`config.mk`:
```
export PLATFORM = sky130hd
export DESIGN_NAME = mult_share_ctrl
export DESIGN_NICKNAME = d
export VERILOG_FILES = /design/src/rtl/mult_share_ctrl.sv
export SDC_FILE = /design/constraint.sdc
export NUM_CORES = 1
export LEC_CHECK = 0
export CAP_MARGIN = 5
export CORE_UTILIZATION = 50
export CTS_CLUSTER_SIZE = 10
export DETAILED_ROUTE_END_ITERATION = 10
export PLACE_DENSITY_LB_ADDON = 0.12
export SYNTH_ARGS = -nofsm -noshare
export SYNTH_HDL_FRONTEND = slang
export SYNTH_HIERARCHICAL = 1
export SYNTH_SLANG_ARGS = --single-unit
export TNS_END_PERCENT = 5
```
`constraint.sdc`:
```
create_clock -name clk -period 27.8 [get_ports clk]
set_input_delay 5.56 -clock clk [delete_from_list [all_inputs] [get_ports clk]]
set_output_delay 5.56 -clock clk [all_outputs]
set_load 0.05 [all_outputs]
```
`src/rtl/mult_share_ctrl.sv`:
```
// Round-robin sequencer sharing one slow combinational array multiplier among NREQ requesters.
// Operands are registered and held for MUL_CYCLES before the product is captured.

module mult_share_array #(
    parameter int N = 16,
    parameter int M = 16
) (
    input  logic [N-1:0]   a_i,
    input  logic [M-1:0]   b_i,
    output logic [N+M-1:0] p_o
);

    // Shift-and-add rows of partial products; each row ripples into the accumulated sum.
    always_comb begin
        p_o = '0;
        for (int j = 0; j < M; j++) begin
            if (b_i[j]) begin
                p_o = p_o + ((N+M)'(a_i) << j);
            end
        end
    end

endmodule

module mult_share_ctrl #(
    parameter int N          = 16,
    parameter int M          = 16,
    parameter int NREQ       = 4,
    parameter int ID_W       = 2,
    parameter int MUL_CYCLES = 4
) (
    input  logic                clk,
    input  logic                rst,
    input  logic [NREQ-1:0]     req_valid,
    output logic [NREQ-1:0]     req_ready,
    input  logic [NREQ*N-1:0]   req_a,
    input  logic [NREQ*M-1:0]   req_b,
    output logic                res_valid,
    input  logic                res_ready,
    output logic [N+M-1:0]      res_p,
    output logic [ID_W-1:0]     res_id,
    output logic                busy
);

    typedef enum logic [1:0] {
        IDLE,
        MUL,
        DONE
    } state_t;

    state_t            state_q, state_d;
    logic [ID_W-1:0]   rr_ptr_q, rr_ptr_d;
    logic [3:0]        cnt_q, cnt_d;
    logic [N-1:0]      op_a_q, op_a_d;
    logic [M-1:0]      op_b_q, op_b_d;
    logic [ID_W-1:0]   id_q, id_d;
    logic [N+M-1:0]    res_p_q, res_p_d;
    logic [ID_W-1:0]   res_id_q, res_id_d;

    logic [N+M-1:0]    array_p;
    logic [2*NREQ-1:0] req_dbl;
    logic [NREQ-1:0]   req_rot;
    logic              grant_found;
    logic [ID_W-1:0]   grant_idx;
    logic [ID_W:0]     scan_sum;
    logic [ID_W:0]     id_inc;
    logic [N-1:0]      sel_a;
    logic [M-1:0]      sel_b;

    mult_share_array #(
        .N(N),
        .M(M)
    ) u_array (
        .a_i(op_a_q),
        .b_i(op_b_q),
        .p_o(array_p)
    );

    // Rotate the request vector so bit 0 is rr_ptr, then map the first hit back to a real index.
    always_comb begin
        req_dbl     = {req_valid, req_valid};
        req_rot     = NREQ'(req_dbl >> rr_ptr_q);
        grant_found = 1'b0;
        grant_idx   = '0;
        scan_sum    = '0;
        for (int k = 0; k < NREQ; k++) begin
            if (!grant_found && req_rot[k]) begin
                grant_found = 1'b1;
                scan_sum    = {1'b0, rr_ptr_q} + (ID_W+1)'(k);
                if (scan_sum >= (ID_W+1)'(NREQ)) begin
                    scan_sum = scan_sum - (ID_W+1)'(NREQ);
                end
                grant_idx = scan_sum[ID_W-1:0];
            end
        end
    end

    always_comb begin
        sel_a = '0;
        sel_b = '0;
        for (int i = 0; i < NREQ; i++) begin
            if (ID_W'(i) == grant_idx) begin
                sel_a = req_a[i*N +: N];
                sel_b = req_b[i*M +: M];
            end
        end
        id_inc = {1'b0, id_q} + (ID_W+1)'(1);
        if (id_inc >= (ID_W+1)'(NREQ)) begin
            id_inc = '0;
        end
    end

    always_ff @(posedge clk) begin
        if (rst) begin
            state_q  <= IDLE;
            rr_ptr_q <= '0;
            cnt_q    <= '0;
            op_a_q   <= '0;
            op_b_q   <= '0;
            id_q     <= '0;
            res_p_q  <= '0;
            res_id_q <= '0;
        end else begin
            state_q  <= state_d;
            rr_ptr_q <= rr_ptr_d;
            cnt_q    <= cnt_d;
            op_a_q   <= op_a_d;
            op_b_q   <= op_b_d;
            id_q     <= id_d;
            res_p_q  <= res_p_d;
            res_id_q <= res_id_d;
        end
    end

    always_comb begin
        state_d  = state_q;
        rr_ptr_d = rr_ptr_q;
        cnt_d    = cnt_q;
        op_a_d   = op_a_q;
        op_b_d   = op_b_q;
        id_d     = id_q;
        res_p_d  = res_p_q;
        res_id_d = res_id_q;
        unique case (state_q)
            IDLE: begin
                if (grant_found) begin
                    op_a_d  = sel_a;
                    op_b_d  = sel_b;
                    id_d    = grant_idx;
                    cnt_d   = '0;
                    state_d = MUL;
                end
            end
            MUL: begin
                // Product is sampled only after the operands have settled for the full window.
                if (cnt_q == 4'(MUL_CYCLES - 1)) begin
                    res_p_d  = array_p;
                    res_id_d = id_q;
                    cnt_d    = '0;
                    state_d  = DONE;
                end else begin
                    cnt_d = cnt_q + 4'd1;
                end
            end
            DONE: begin
                if (res_ready) begin
                    rr_ptr_d = id_inc[ID_W-1:0];
                    state_d  = IDLE;
                end
            end
            default: state_d = IDLE;
        endcase
    end

    always_comb begin
        req_ready = '0;
        if (state_q == IDLE && grant_found) begin
            req_ready = NREQ'(1) << grant_idx;
        end
        res_valid = (state_q == DONE);
        busy      = (state_q != IDLE);
        res_p     = res_p_q;
        res_id    = res_id_q;
    end

endmodule

```
==> flow_summary.json, run 1 <==
{
  "ys_top_cells_by_count": "sky130_fd_sc_hd__nand2_1, sky130_fd_sc_hd__ha_1, sky130_fd_sc_hd__a21oi_1",
  "totalNegativeSetupSlack_ns": 0,
  "period_share": 0.871,
  "setup_crit_start_kind": "flip-flop",
  "synth-edff-count": 0,
  "largest_net_degree_at_the_start_of_global_routing": 47,
  "nFillCells": 3485,
  "yosys.area_share.simple": 0.209,
  "grt_pass1_wl_mm": 104,
  "slew_at_the_pin_with_the_worst_max_slew_slack_ns": 1.11,
  "critical_path_required_ns": 28.07,
  "rsz_0062_raised_after_global_routing": "false",
  "fin_worst_hold_slack_ns": 0.458,
  "globalRouteTotalUtil": 0.336,
  "dr_drc_count": 0,
  "via_count": 20700,
  "syn-mean-instance-area_um2": 7.01,
  "worst_slew_margin_rel": 0.260,
  "ys_seq_elements": 76,
  "crit_fanout": 19,
  "post_synthesis_instance_area_um2": 18500,
  "synth_top_cell_by_area": "sky130_fd_sc_hd__ha_1",
  "yosys-mux-area-fraction": 0.0366,
  "cts_bufs_inserted": 9,
  "post_cts_hold_buffer_count": 0,
  "async_reset_ff_frac": 0,
  "clockBufferDepth": 2,
  "cts_tree": "done",
  "path_clk_slew_ns": 0.06,
  "synth_fa_ha_area_frac": 0.202,
  "synth_top_family_by_area": "compound AO/OA/AOI/OAI gates",
  "crit_slowest_cell": "sky130_fd_sc_hd__dfxtp_1",
  "report.power.total_mw": 1.32,
  "max_freq_mhz": 41.3,
  "worst_path_most_repeated_cell": "sky130_fd_sc_hd__ha_1",
  "antenna_violations_before_repair": 0,
  "start_util": 0.508,
  "finalSetupViolCount": 0,
  "sum_of_routed_wire_length_over_all_layers_mm": 65.5,
  "area_delta_synth_final_pct": 13.1,
  "stdcell_count": 3235,
  "core_area_um2": 36500,
  "synth_cells": 2647,
  "antenna_cells": 0,
  "overflow": 0,
  "hold_viol": 0,
  "pwr_density_cell_nw_per_um2": 62.8,
  "synth_most_common_cell": "sky130_fd_sc_hd__nand2_1",
  "numPlacedInstances": 3219,
  "drt_iter0_drc": 1533,
  "netlist-cell-type-count": 95,
  "synth-xor-area-share": 0.0704,
  "die_height_um": 195,
  "max_cap_violations": 0,
  "synth_top_cells_by_area": "sky130_fd_sc_hd__ha_1, sky130_fd_sc_hd__dfxtp_1, sky130_fd_sc_hd__a21oi_1",
  "leakage_nw": 9.52,
  "path_class": "flip-flop to flip-flop",
  "category_of_the_worst_setup_path_capture_point": "flip-flop",
  "ctsResizeCount": 0,
  "die_w_um": 195,
  "placed_cell_area_um2": 20700,
  "clock_sinks": 76,
  "dpl.hpwl_mm": 52.4,
  "first_global_vias": 19700,
  "clockRootBuffer": "sky130_fd_sc_hd__clkbuf_16",
  "synth_compound_gate_area_share": 0.349,
  "final_std_cell_area_no_fill_um2": 21000,
  "ys.flop_type": "sky130_fd_sc_hd__dfxtp_1",
  "ys_seq_area_frac": 0.0820,
  "detail_route.vias_per_cell": 6.38,
  "fp-row-count": 70,
  "run_status": "complete, no violations",
  "netlist.area_leader.share": 0.186,
  "cts-htree-levels": 3,
  "detail-route-antenna-nets": 0,
  "final_net_count": 3188,
  "synthesis.yosys.warnings": 6,
  "io_pins": 175,
  "route.detailed.wl_per_inst_um": 20.3,
  "port_buffers": 174,
  "maximum_vdd_ir_drop_uv": 52.0,
  "max_slew_violation_count": 0,
  "postCtsSetupRepairBufs": 0,
  "die-area_um2": 37900,
  "worst_path_largest_cell_delay_ns": 0.56,
  "routabilityCongestion": 0.982,
  "layout_min_cycle_time_ns": 24.21,
  "syn_nets": 3073,
  "firstDrtPassIters": 8,
  "clock-skew-final_ns": 0.00832,
  "worst_skew_pair.late_latency_ns": 0.34,
  "timing.critical_path.arrival_ns": 24.47,
  "holdCritPathClass": "flip-flop to flip-flop",
  "drive_above_1_share": 0.0510
}
worst max-delay path: cells and delay by family, from the launching register on:
kind / cells / cell delay (ns)
buffers and inverters: 3 / 0.29
XOR/XNOR: 10 / 1.58
flip-flops: 1 / 0.56
multiplexers: 5 / 1.42
adder cells (fa/ha/maj): 16 / 5.33
AND/OR/NAND/NOR: 29 / 4.56
AO/OA/AOI/OAI: 45 / 10.36
area by class of cell:
class / count / area, um^2 / share of cell area
clock buffer: 11 / 253 / 0.0121
timing repair buffer: 206 / 1980 / 0.0943
multi-input combinational: 2333 / 16100 / 0.767
sequential: 76 / 1520 / 0.0726
tap: 468 / 586 / 0.0279
clock inverter: 5 / 35.0 / 0.00167
inverter: 136 / 510 / 0.0243
placed cells by master, fill, tap and decap left out, types with 9 or more instances in the layout:
| cell | synthesis | routed |
|---|---|---|
| sky130_fd_sc_hd__a221oi_1 | 24 | 24 |
| sky130_fd_sc_hd__and2_1 | 25 | 25 |
| sky130_fd_sc_hd__ha_1 | 276 | 276 |
| sky130_fd_sc_hd__xor2_1 | 56 | 56 |
| sky130_fd_sc_hd__or3_1 | 22 | 22 |
| sky130_fd_sc_hd__inv_1 | 134 | 134 |
| sky130_fd_sc_hd__dfxtp_1 | 76 | 76 |
| sky130_fd_sc_hd__o31a_1 | 11 | 11 |
| sky130_fd_sc_hd__o21a_1 | 54 | 54 |
| sky130_fd_sc_hd__nor3_1 | 60 | 60 |
| sky130_fd_sc_hd__and3_1 | 17 | 17 |
| sky130_fd_sc_hd__o21ai_0 | 173 | 173 |
| sky130_fd_sc_hd__a211oi_1 | 46 | 46 |
| sky130_fd_sc_hd__nor2_1 | 201 | 201 |
| sky130_fd_sc_hd__nand4_1 | 9 | 9 |
| sky130_fd_sc_hd__a21oi_1 | 257 | 257 |
| sky130_fd_sc_hd__a21o_1 | 89 | 89 |
| sky130_fd_sc_hd__buf_4 | 1 | 32 |
| sky130_fd_sc_hd__a31o_2 | 11 | 11 |
| sky130_fd_sc_hd__o21ai_1 | 44 | 44 |
| sky130_fd_sc_hd__o211ai_1 | 31 | 31 |
| sky130_fd_sc_hd__clkdlybuf4s50_1 | 0 | 173 |
| sky130_fd_sc_hd__o2bb2ai_1 | 12 | 12 |
| sky130_fd_sc_hd__o21bai_1 | 19 | 19 |
| sky130_fd_sc_hd__a21boi_0 | 24 | 24 |
| sky130_fd_sc_hd__o22ai_1 | 14 | 14 |
| sky130_fd_sc_hd__nand2b_1 | 37 | 37 |
| sky130_fd_sc_hd__nand3_1 | 74 | 74 |
| sky130_fd_sc_hd__o221ai_1 | 19 | 19 |
| sky130_fd_sc_hd__a22oi_1 | 11 | 11 |
| sky130_fd_sc_hd__mux2i_1 | 18 | 18 |
| sky130_fd_sc_hd__a31oi_1 | 32 | 32 |
| sky130_fd_sc_hd__or2_2 | 10 | 10 |
| sky130_fd_sc_hd__o31ai_1 | 24 | 24 |
| sky130_fd_sc_hd__nor2b_1 | 25 | 25 |
| sky130_fd_sc_hd__nand2_1 | 327 | 327 |
| sky130_fd_sc_hd__xnor2_1 | 93 | 93 |
| sky130_fd_sc_hd__clkbuf_16 | 0 | 9 |
| sky130_fd_sc_hd__fa_1 | 15 | 15 |
| sky130_fd_sc_hd__mux2_2 | 43 | 43 |
path summary, 6_finish.rpt:
path                               start                      to  slack, ns  cells past startpoint
hold / removal    res_p[11]$_SDFFE_PP0P_  res_p[11]$_SDFFE_PP0P_       0.46                      2
setup reg to reg  op_b_q[0]$_SDFFE_PP0N_  res_p[29]$_SDFFE_PP0P_       3.59                    108
hold reg to reg   res_p[11]$_SDFFE_PP0P_  res_p[11]$_SDFFE_PP0P_       0.46                      2
setup / recovery  op_b_q[0]$_SDFFE_PP0N_  res_p[29]$_SDFFE_PP0P_       3.59                    108
logic make-up (layout without fill, tap and decap cells):
group / after synthesis / in the layout
fa+ha+maj: 291 / 291
flops: 76 / 76
compound gates: 986 / 986
xor+xnor: 149 / 149
simple gates: 845 / 845
buf+inv: 238 / 358
mux: 62 / 62
where the power goes:
group	internal [mW]	switching, mW
clock network	0.0654	0.0469
registers	0.115	0.0158
logic	0.443	0.632
total	0.623	0.694
layer usage:
| layer | part of all wire | up-vias | track usage |
|---|---|---|---|
| met5 | 0 | - | 0 |
| met4 | 0.030 | 0 | 0.108 |
| met3 | 0.064 | 133 | 0.0416 |
| met2 | 0.45 | 745 | 0.564 |
| met1 | 0.45 | 9743 | 0.444 |
| li1 | - | 10000 | - |
state kept, by name, indices dropped and copies added (netlist names):
signal    flops
res_id        2
id_q          2
res_p        32
state_q       2
rr_ptr_q      2
cnt_q         4
op_b_q       16
op_a_q       16
through the flow:
step | setup WS (ns) | utilization
after floorplan | 7.40 | -
after global placement | 4.45 | 0.566
after detailed placement | 4.30 | 0.566
after CTS | 4.15 | 0.574
after global routing | 1.97 | 0.574
final | 3.59 | 0.574
(Power assumes the default switching activity.)
==> run 2, diff against run 1 <==
--- a/config.mk
+++ b/config.mk
@@ -10,6 +10,7 @@
 export CTS_CLUSTER_SIZE = 10
 export DETAILED_ROUTE_END_ITERATION = 10
 export PLACE_DENSITY_LB_ADDON = 0.12
+export REMOVE_ABC_BUFFERS = 1
 export SYNTH_ARGS = -nofsm -noshare
 export SYNTH_HDL_FRONTEND = slang
 export SYNTH_HIERARCHICAL = 1
==> flow_summary.json, run 2 (synthesized netlist as in run 1, its figures left out) <==
{
  "period_share": 0.894,
  "finalSetupViolCount": 0,
  "largest_net_degree_at_the_start_of_global_routing": 47,
  "ctsResizeCount": 0,
  "io_pins": 175,
  "worst_skew_pair.late_latency_ns": 0.37,
  "clock-skew-final_ns": 0.0202,
  "critical_path_required_ns": 28.08,
  "holdCritPathClass": "flip-flop to flip-flop",
  "overflow": 0,
  "run_status": "complete, no violations",
  "die-area_um2": 37900,
  "path_clk_slew_ns": 0.07,
  "die_w_um": 195,
  "dr_drc_count": 0,
  "max_slew_violation_count": 0,
  "first_global_vias": 20100,
  "globalRouteTotalUtil": 0.365,
  "area_delta_synth_final_pct": 13.7,
  "route.detailed.wl_per_inst_um": 21.7,
  "placed_cell_area_um2": 20800,
  "cts_tree": "done",
  "cts-htree-levels": 3,
  "pwr_density_cell_nw_per_um2": 65.0,
  "post_cts_hold_buffer_count": 0,
  "final_net_count": 3196,
  "worst_slew_margin_rel": 0.158,
  "worst_path_most_repeated_cell": "sky130_fd_sc_hd__ha_1",
  "detail-route-antenna-nets": 0,
  "totalNegativeSetupSlack_ns": 0,
  "port_buffers": 174,
  "path_class": "flip-flop to flip-flop",
  "clockBufferDepth": 2,
  "rsz_0062_raised_after_global_routing": "false",
  "finish.utilization": 0.577,
  "dpl.hpwl_mm": 54.8,
  "timing.critical_path.arrival_ns": 25.15,
  "start_util": 0.508,
  "slew_at_the_pin_with_the_worst_max_slew_slack_ns": 1.24,
  "layout_min_cycle_time_ns": 24.86,
  "die_height_um": 195,
  "clockRootBuffer": "sky130_fd_sc_hd__clkbuf_16",
  "crit_slowest_cell": "sky130_fd_sc_hd__a21boi_0",
  "final_std_cell_area_no_fill_um2": 21100,
  "leakage_nw": 9.58,
  "category_of_the_worst_setup_path_capture_point": "flip-flop",
  "worst_path_largest_cell_delay_ns": 0.68,
  "core_area_um2": 36500,
  "maximum_vdd_ir_drop_uv": 35.5,
  "layout_common_cells": "sky130_fd_sc_hd__nand2_1, sky130_fd_sc_hd__ha_1, sky130_fd_sc_hd__a21oi_1",
  "sum_of_routed_wire_length_over_all_layers_mm": 70.5,
  "max_cap_violations": 0,
  "clock_sinks": 76,
  "grt_pass1_wl_mm": 110,
  "antenna_violations_before_repair": 7,
  "fp-row-count": 70,
  "max_freq_mhz": 40.2,
  "largest_register_ff_count": 32,
  "drt_iter0_drc": 1668,
  "hold_viol": 0,
  "cts_bufs_inserted": 9,
  "detail_route.vias_per_cell": 6.44,
  "postCtsSetupRepairBufs": 0,
  "firstDrtPassIters": 8,
  "via_count": 20900,
  "routabilityCongestion": 1.02,
  "commonest_non_fill_non_tap_cell_in_the_layout": "sky130_fd_sc_hd__nand2_1",
  "setup_crit_start_kind": "flip-flop",
  "crit_fanout": 19,
  "drive_above_1_share": 0.0541
}
-- run 2: cell count changes in the layout (fill, tap and decap cells not counted), sizes merged --
cell,change
clkinv,-2
diode,+1
inv,+3
clkbuf,-2
bufinv,+2
buf,+8
clkinvlp,-1
-- run 2: metrics by stage --
step | cells | setup WS, ns | power (mW) | hold WS, ns
3_3_place_gp | 3227 | 3.48 | 1.19 | 0.441
4_1_cts | 3243 | 3.51 | 1.35 | 0.456
5_1_grt | 3243 | 1.38 | 1.48 | 0.482
3_5_place_dp | 3227 | 3.62 | 1.20 | 0.447
2_1_floorplan | 2545 | 7.38 | 0.930 | 0.443
6_report | 3244 | 2.94 | 1.37 | 0.454
-- run 2: worst paths after layout --
kind / to / cells past startpoint / slack [ns] / start
hold reg to reg: res_p[27]$_SDFFE_PP0P_ / 2 / 0.45 / res_p[27]$_SDFFE_PP0P_
setup reg to reg: res_p[29]$_SDFFE_PP0P_ / 106 / 2.94 / op_b_q[0]$_SDFFE_PP0N_
setup / recovery: res_p[29]$_SDFFE_PP0P_ / 106 / 2.94 / op_b_q[0]$_SDFFE_PP0N_
hold / removal: res_p[27]$_SDFFE_PP0P_ / 2 / 0.45 / res_p[27]$_SDFFE_PP0P_
-- run 2: per-layer routing --
metal,GRT usage,part of all wire,vias to the layer above
met1,0.454,0.42,9917
li1,-,-,10000
met2,0.627,0.47,824
met5,0,0.00068,-
met4,0.140,0.036,8
met3,0.0580,0.073,139
-- run 2: power by group --
group	total [mW]	switching (mW)	internal [mW]
Combinational	1.11	0.661	0.446
Clock	0.138	0.0579	0.0803
Sequential	0.125	0.0104	0.115
Total	1.37	0.729	0.641
-- run 2: layout make-up --
type | instances | area [um^2]
well taps | 468 | 586
multi-input cells | 2333 | 16100
clock inverters | 7 | 103
flip-flops and latches | 76 | 1520
inverters | 136 | 510
fillers | 3496 | 15400
repair buffers | 214 | 2040
diodes | 1 | 2.50
clock buffers | 9 | 225
-- run 2: critical path, delay by kind of cell, from the launching register on --
kind            cells  cell delay, ns
flops               1            0.61
buf+inv             4            0.55
mux                 5            1.42
compound gates     44           11.10
xor+xnor           12            1.94
fa+ha+maj          16            5.41
simple gates       25            3.73
==> RTL change 1: new RTL, flow settings as in run 1 <==
`N` is set to 16 in 2 places; all go to 17.
--- a/src/rtl/mult_share_ctrl.sv
+++ b/src/rtl/mult_share_ctrl.sv
@@ -2,7 +2,7 @@
 // Operands are registered and held for MUL_CYCLES before the product is captured.
 
 module mult_share_array #(
-    parameter int N = 16,
+    parameter int N = 17,
     parameter int M = 16
 ) (
     input  logic [N-1:0]   a_i,
@@ -23,7 +23,7 @@
 endmodule
 
 module mult_share_ctrl #(
-    parameter int N          = 16,
+    parameter int N          = 17,
     parameter int M          = 16,
     parameter int NREQ       = 4,
     parameter int ID_W       = 2,
Interface: changed (resized req_a and res_p); port bits go from 175 to 180. No check against the original RTL was run, so the function may have changed too.
==> RTL change 1 against run 1 <==
  * Largest power group unchanged
  * Setup slack worse by 1.6 ns
  * Design area up 11%
  * First-iteration DRC count up 29%
  * Wire length up 18%
  * Synthesized area up 12%
  * Count of clock-buffer cells in the layout unchanged
  * Total power up 26%
  * Utilization down 0.39 points
  * Sequential cell count up 2
==> RTL change 1: results (changes against run 1) <==
[placement]
pre_cts_ws_ns=2.02  ; -2.28 ns
hpwl_mm=60.3  ; +15%
globalplace.congestion=0.977  ; -0.48%
dpl-instance-area_sq_um=23000  ; +11%

[setup_path]
worst_path_max_delay_cell=nor4_1
crit_arrival_ns=26.10  ; +1.63 ns

[grt]
grt_usage_pct=36.0  ; +2.3 points
grt_pass1_vias=21700  ; +10%
grt_pass1_wl_mm=119  ; +15%

[pwr]
pwr-share-seq_pct=7.6  ; -2.3 points
cellLeakagePower_nw=10.3  ; +8.0%
p_switching_mw=0.906  ; +30%
p_int_mw=0.751  ; +20%

[synthesis]
ys_types=89  ; -6.3%
synth_nets=3403  ; +11%
yosysSeqAreaShare_pct=7.55  ; -0.65 points
synth_area_leaders=ha_1 (18%), dfxtp_1 (7.5%), a21oi_1 (6.4%)

[routing]
vias_per_cell=6.47  ; +1.3%
dr.pass1.iters=7  ; -1
routed_wl_mm=77.2  ; +18%

[status]
status=complete, no violations

[cells_and_area]
stdcell_count=3602  ; +11%
drive_above_1_share_pct=5.44  ; +0.34 points
layout.nets=3519  ; +10%
largest_reg_flops=33  ; +3.1%
n_fill_cell=3986  ; +14%

[clock_tree]
clock_latency_ns=0.36  ; +0.02 ns

[timing]
skew_ns=0.0150  ; +0.00665 ns

[RTL change 1: cell count changes in the layout (fill, tap and decap cells not counted), sizes merged, moves of 13 or more]
| cell | delta |
|---|---|
| o21a | +26 |
| nor2 | +72 |
| mux2 | +15 |
| nand2 | -14 |
| mux2i | +21 |
| a211oi | +25 |
| nand3 | -13 |
| and3 | +19 |
| ha | +24 |
| o211ai | +15 |
| buf | +15 |
| nand2b | +15 |
| a21o | -17 |
[RTL change 1: final timing paths]
check | start | end | slack (ns) | cells past startpoint
max | op_b_q[0] | res_p[31] | 1.97 | 114
min | res_p[4] | res_p[4] | 0.45 | 2
max reg2reg | op_b_q[0] | res_p[31] | 1.97 | 114
min reg2reg | res_p[4] | res_p[4] | 0.45 | 2
[RTL change 1: layer usage]
| metal | global-route usage [%] | routed length (microns) | vias to the layer above |
|---|---|---|---|
| met4 | 13.4 | 2770 | 0 |
| met2 | 60.1 | 35000 | 1019 |
| met3 | 6.05 | 6680 | 136 |
| met5 | 0 | 0 | - |
| li1 | - | - | 11200 |
| met1 | 46.0 | 32800 | 10900 |
[RTL change 1: cells by family after synthesis]
group | after synthesis | share of synthesized area (%)
adders and majority gates | 314 | 19.5
DFF | 78 | 7.55
muxes | 98 | 5.10
xor gates and xnor gates | 152 | 6.44
buffers and inverters | 254 | 4.78
AOI/OAI and AO/OA | 1086 | 34.8
and+or+nand+nor | 968 | 21.9
[RTL change 1: cell type report]
class	instances	area (sq um)	share of cell area (%)
clock buffers	11	233	0.999
flip-flops and latches	78	1560	6.71
clock inverters	4	25.0	0.107
inverters	133	499	2.14
well taps	532	666	2.86
repair buffers	226	2140	9.19
multi-input cells	2618	18200	78.0
[RTL change 1: what timing repair did]
item | CTS | global route
hold buffers | 0 | 0
setup endpoints to repair | 0 | 6
resized for setup | 0 | 4
==> RTL change 2: new RTL, settings of run 1 <==
Without the edit above. Re-encode `state_t` (3 states) as one-hot, 3 bits wide.
--- a/src/rtl/mult_share_ctrl.sv
+++ b/src/rtl/mult_share_ctrl.sv
@@ -42,10 +42,10 @@
     output logic                busy
 );
 
-    typedef enum logic [1:0] {
-        IDLE,
-        MUL,
-        DONE
+    typedef enum logic [2:0] {
+        IDLE = 3'b001,
+        MUL  = 3'b010,
+        DONE = 3'b100
     } state_t;
 
     state_t            state_q, state_d;
Behaviour: no difference found for any inputs over 4 cycles, from zero or initial values and one cycle with rst high; so few cycles prove little.
==> RTL change 2 against run 1 <==
  * Count of clock-buffer cells in the layout decreased by 2
  * Critical path depth down 2
  * Critical endpoint unchanged
  * Sequential cell count grew 1
  * Hold slack lost 0.0013 ns
  * Setup slack better by 0.33 ns
  * Total power up 81%
  * Critical path type unchanged
  * Design area up 1.2%
  * Wire length fell by 1.7%
  * Synthesized area increased by 1.1%
  * Clock skew up 0.0035 ns
==> RTL change 2: results (changes against run 1) <==
[status]
status=complete, no violations

[grt]
grt_pass1_vias=19700  ; +0.13%
grt_max_degree=53  ; +13%
grt_pass1_wl_mm=103  ; -0.53%
grt.met1_usage_pct=45.0  ; +0.59 points
grtUsageMet2_pct=53.9  ; -2.5 points
grt_usage_pct=33.1  ; -0.53 points
met3_usage_pct=4.76  ; +0.60 points
antenna_found_initial=1  ; +1

[routing]
dr.pass1.iters=6  ; -2
wl_met2_mm=28.4  ; -3.9%
dr.first_iter.drc_count=1792  ; +17%
via_count=20700  ; +0.32%
routed_wl_mm=64.4  ; -1.7%
wl_met1_mm=29.7  ; -0.39%
wl_met3_mm=4.79  ; +13%

[synthesis]
synth_compound_area_share_pct=34.6  ; -0.32 points
synth.avg_cell_area_sq_um=7.04  ; +0.45%
synthAdderAreaFrac_pct=20.0  ; -0.23 points
synth_area_leaders=ha_1 (18%), dfxtp_1 (8.2%), nand2_1 (7.3%)
synth_commonest_cells=nand2_1 (363), ha_1 (276), a21oi_1 (233)
ys_types=94  ; -1.1%
yosys-mux-area-fraction_pct=3.68  ; +0.019 points
async_flop_share_pct=0  ; unchanged
synth_nets=3091  ; +0.59%
synth_xor_area_share_pct=6.96  ; -0.079 points
yosysSeqAreaShare_pct=8.22  ; +0.015 points

[clock_tree]
clock_latency_ns=0.36  ; +0.02 ns
path_clk_slew_ns=0.07
ctsResizeCount=0  ; unchanged
htreeDepth=3  ; unchanged
clock-sinks=77  ; +1.3%

[pwr]
p_comb_mw=2.11  ; +97%
pg_clk_mw=0.117  ; +4%
switching_share_pct=55.9  ; +3.2 points
cellLeakagePower_nw=9.75  ; +2.4%
ir_drop_mv=0.0562  ; +8.1%

[cells_and_area]
seq_area_sq_um=1540  ; +1.3%
n_fill_cell=3477  ; -0.23%
multi_input_area_sq_um=16300  ; +1.5%
largest_reg_flops=32  ; unchanged
final-clk-cell-share_pct=1.37  ; -0.0042 points
area_share_nonclk_buffers_pct=9.25  ; -0.18 points
nNonClkBuffers=204  ; -0.97%
antenna_cells=1  ; +1
n_all_inverters=135  ; -0.74%
drive_above_1_share_pct=5.42  ; +0.32 points
multi_input_comb_cells=2355  ; +0.94%
layout.nets=3208  ; +0.63%

[placement]
hpwl_mm=51.0  ; -2.7%
port_buffers=174  ; unchanged
dpl-instance-area_sq_um=20900  ; +1.2%
pre_cts_ws_ns=4.53  ; +0.222 ns
globalplace.congestion=0.970  ; -1.2%

[setup_path]
crit_arrival_ns=24.15  ; -0.32 ns
slowest_delay_ns=0.95  ; +0.39 ns
worst_path_max_delay_cell=dfxtp_1
crit_path_max_fanout=22  ; +3

[timing]
skew_ns=0.0118  ; +0.00349 ns
tightest_slew_ns=1.22  ; +0.109 ns

## RTL change 2: cell count changes in the layout (fill, tap and decap cells not counted), moves of 6 or more
cell / delta
a21o_1: +27
a21oi_1: -24
a21oi_2: +6
a221oi_1: -16
a2bb2oi_1: +6
a32o_1: +20
nand2_1: +36
nand2b_1: +18
nand3_1: -17
nor3_1: +6
o21ai_1: -31
o221ai_1: -14
o2bb2ai_1: -10
o32ai_2: +6
## RTL change 2: metrics by stage
step	total power [mW]	cells	utilization, %
final	2.38	3256	57.7
after global routing	2.61	3256	57.7
after CTS	2.33	3255	57.7
after detailed placement	2.20	3239	56.9
after global placement	2.16	3239	56.9
after floorplan	1.75	2665	-
## RTL change 2: worst paths after layout
kind,start,to,slack [ns],cells after the start
setup reg to reg,op_a_q[2],res_p[29],3.92,106
hold / removal,res_p[5],res_p[5],0.46,2
hold reg to reg,res_p[5],res_p[5],0.46,2
setup / recovery,op_a_q[2],res_p[29],3.92,106
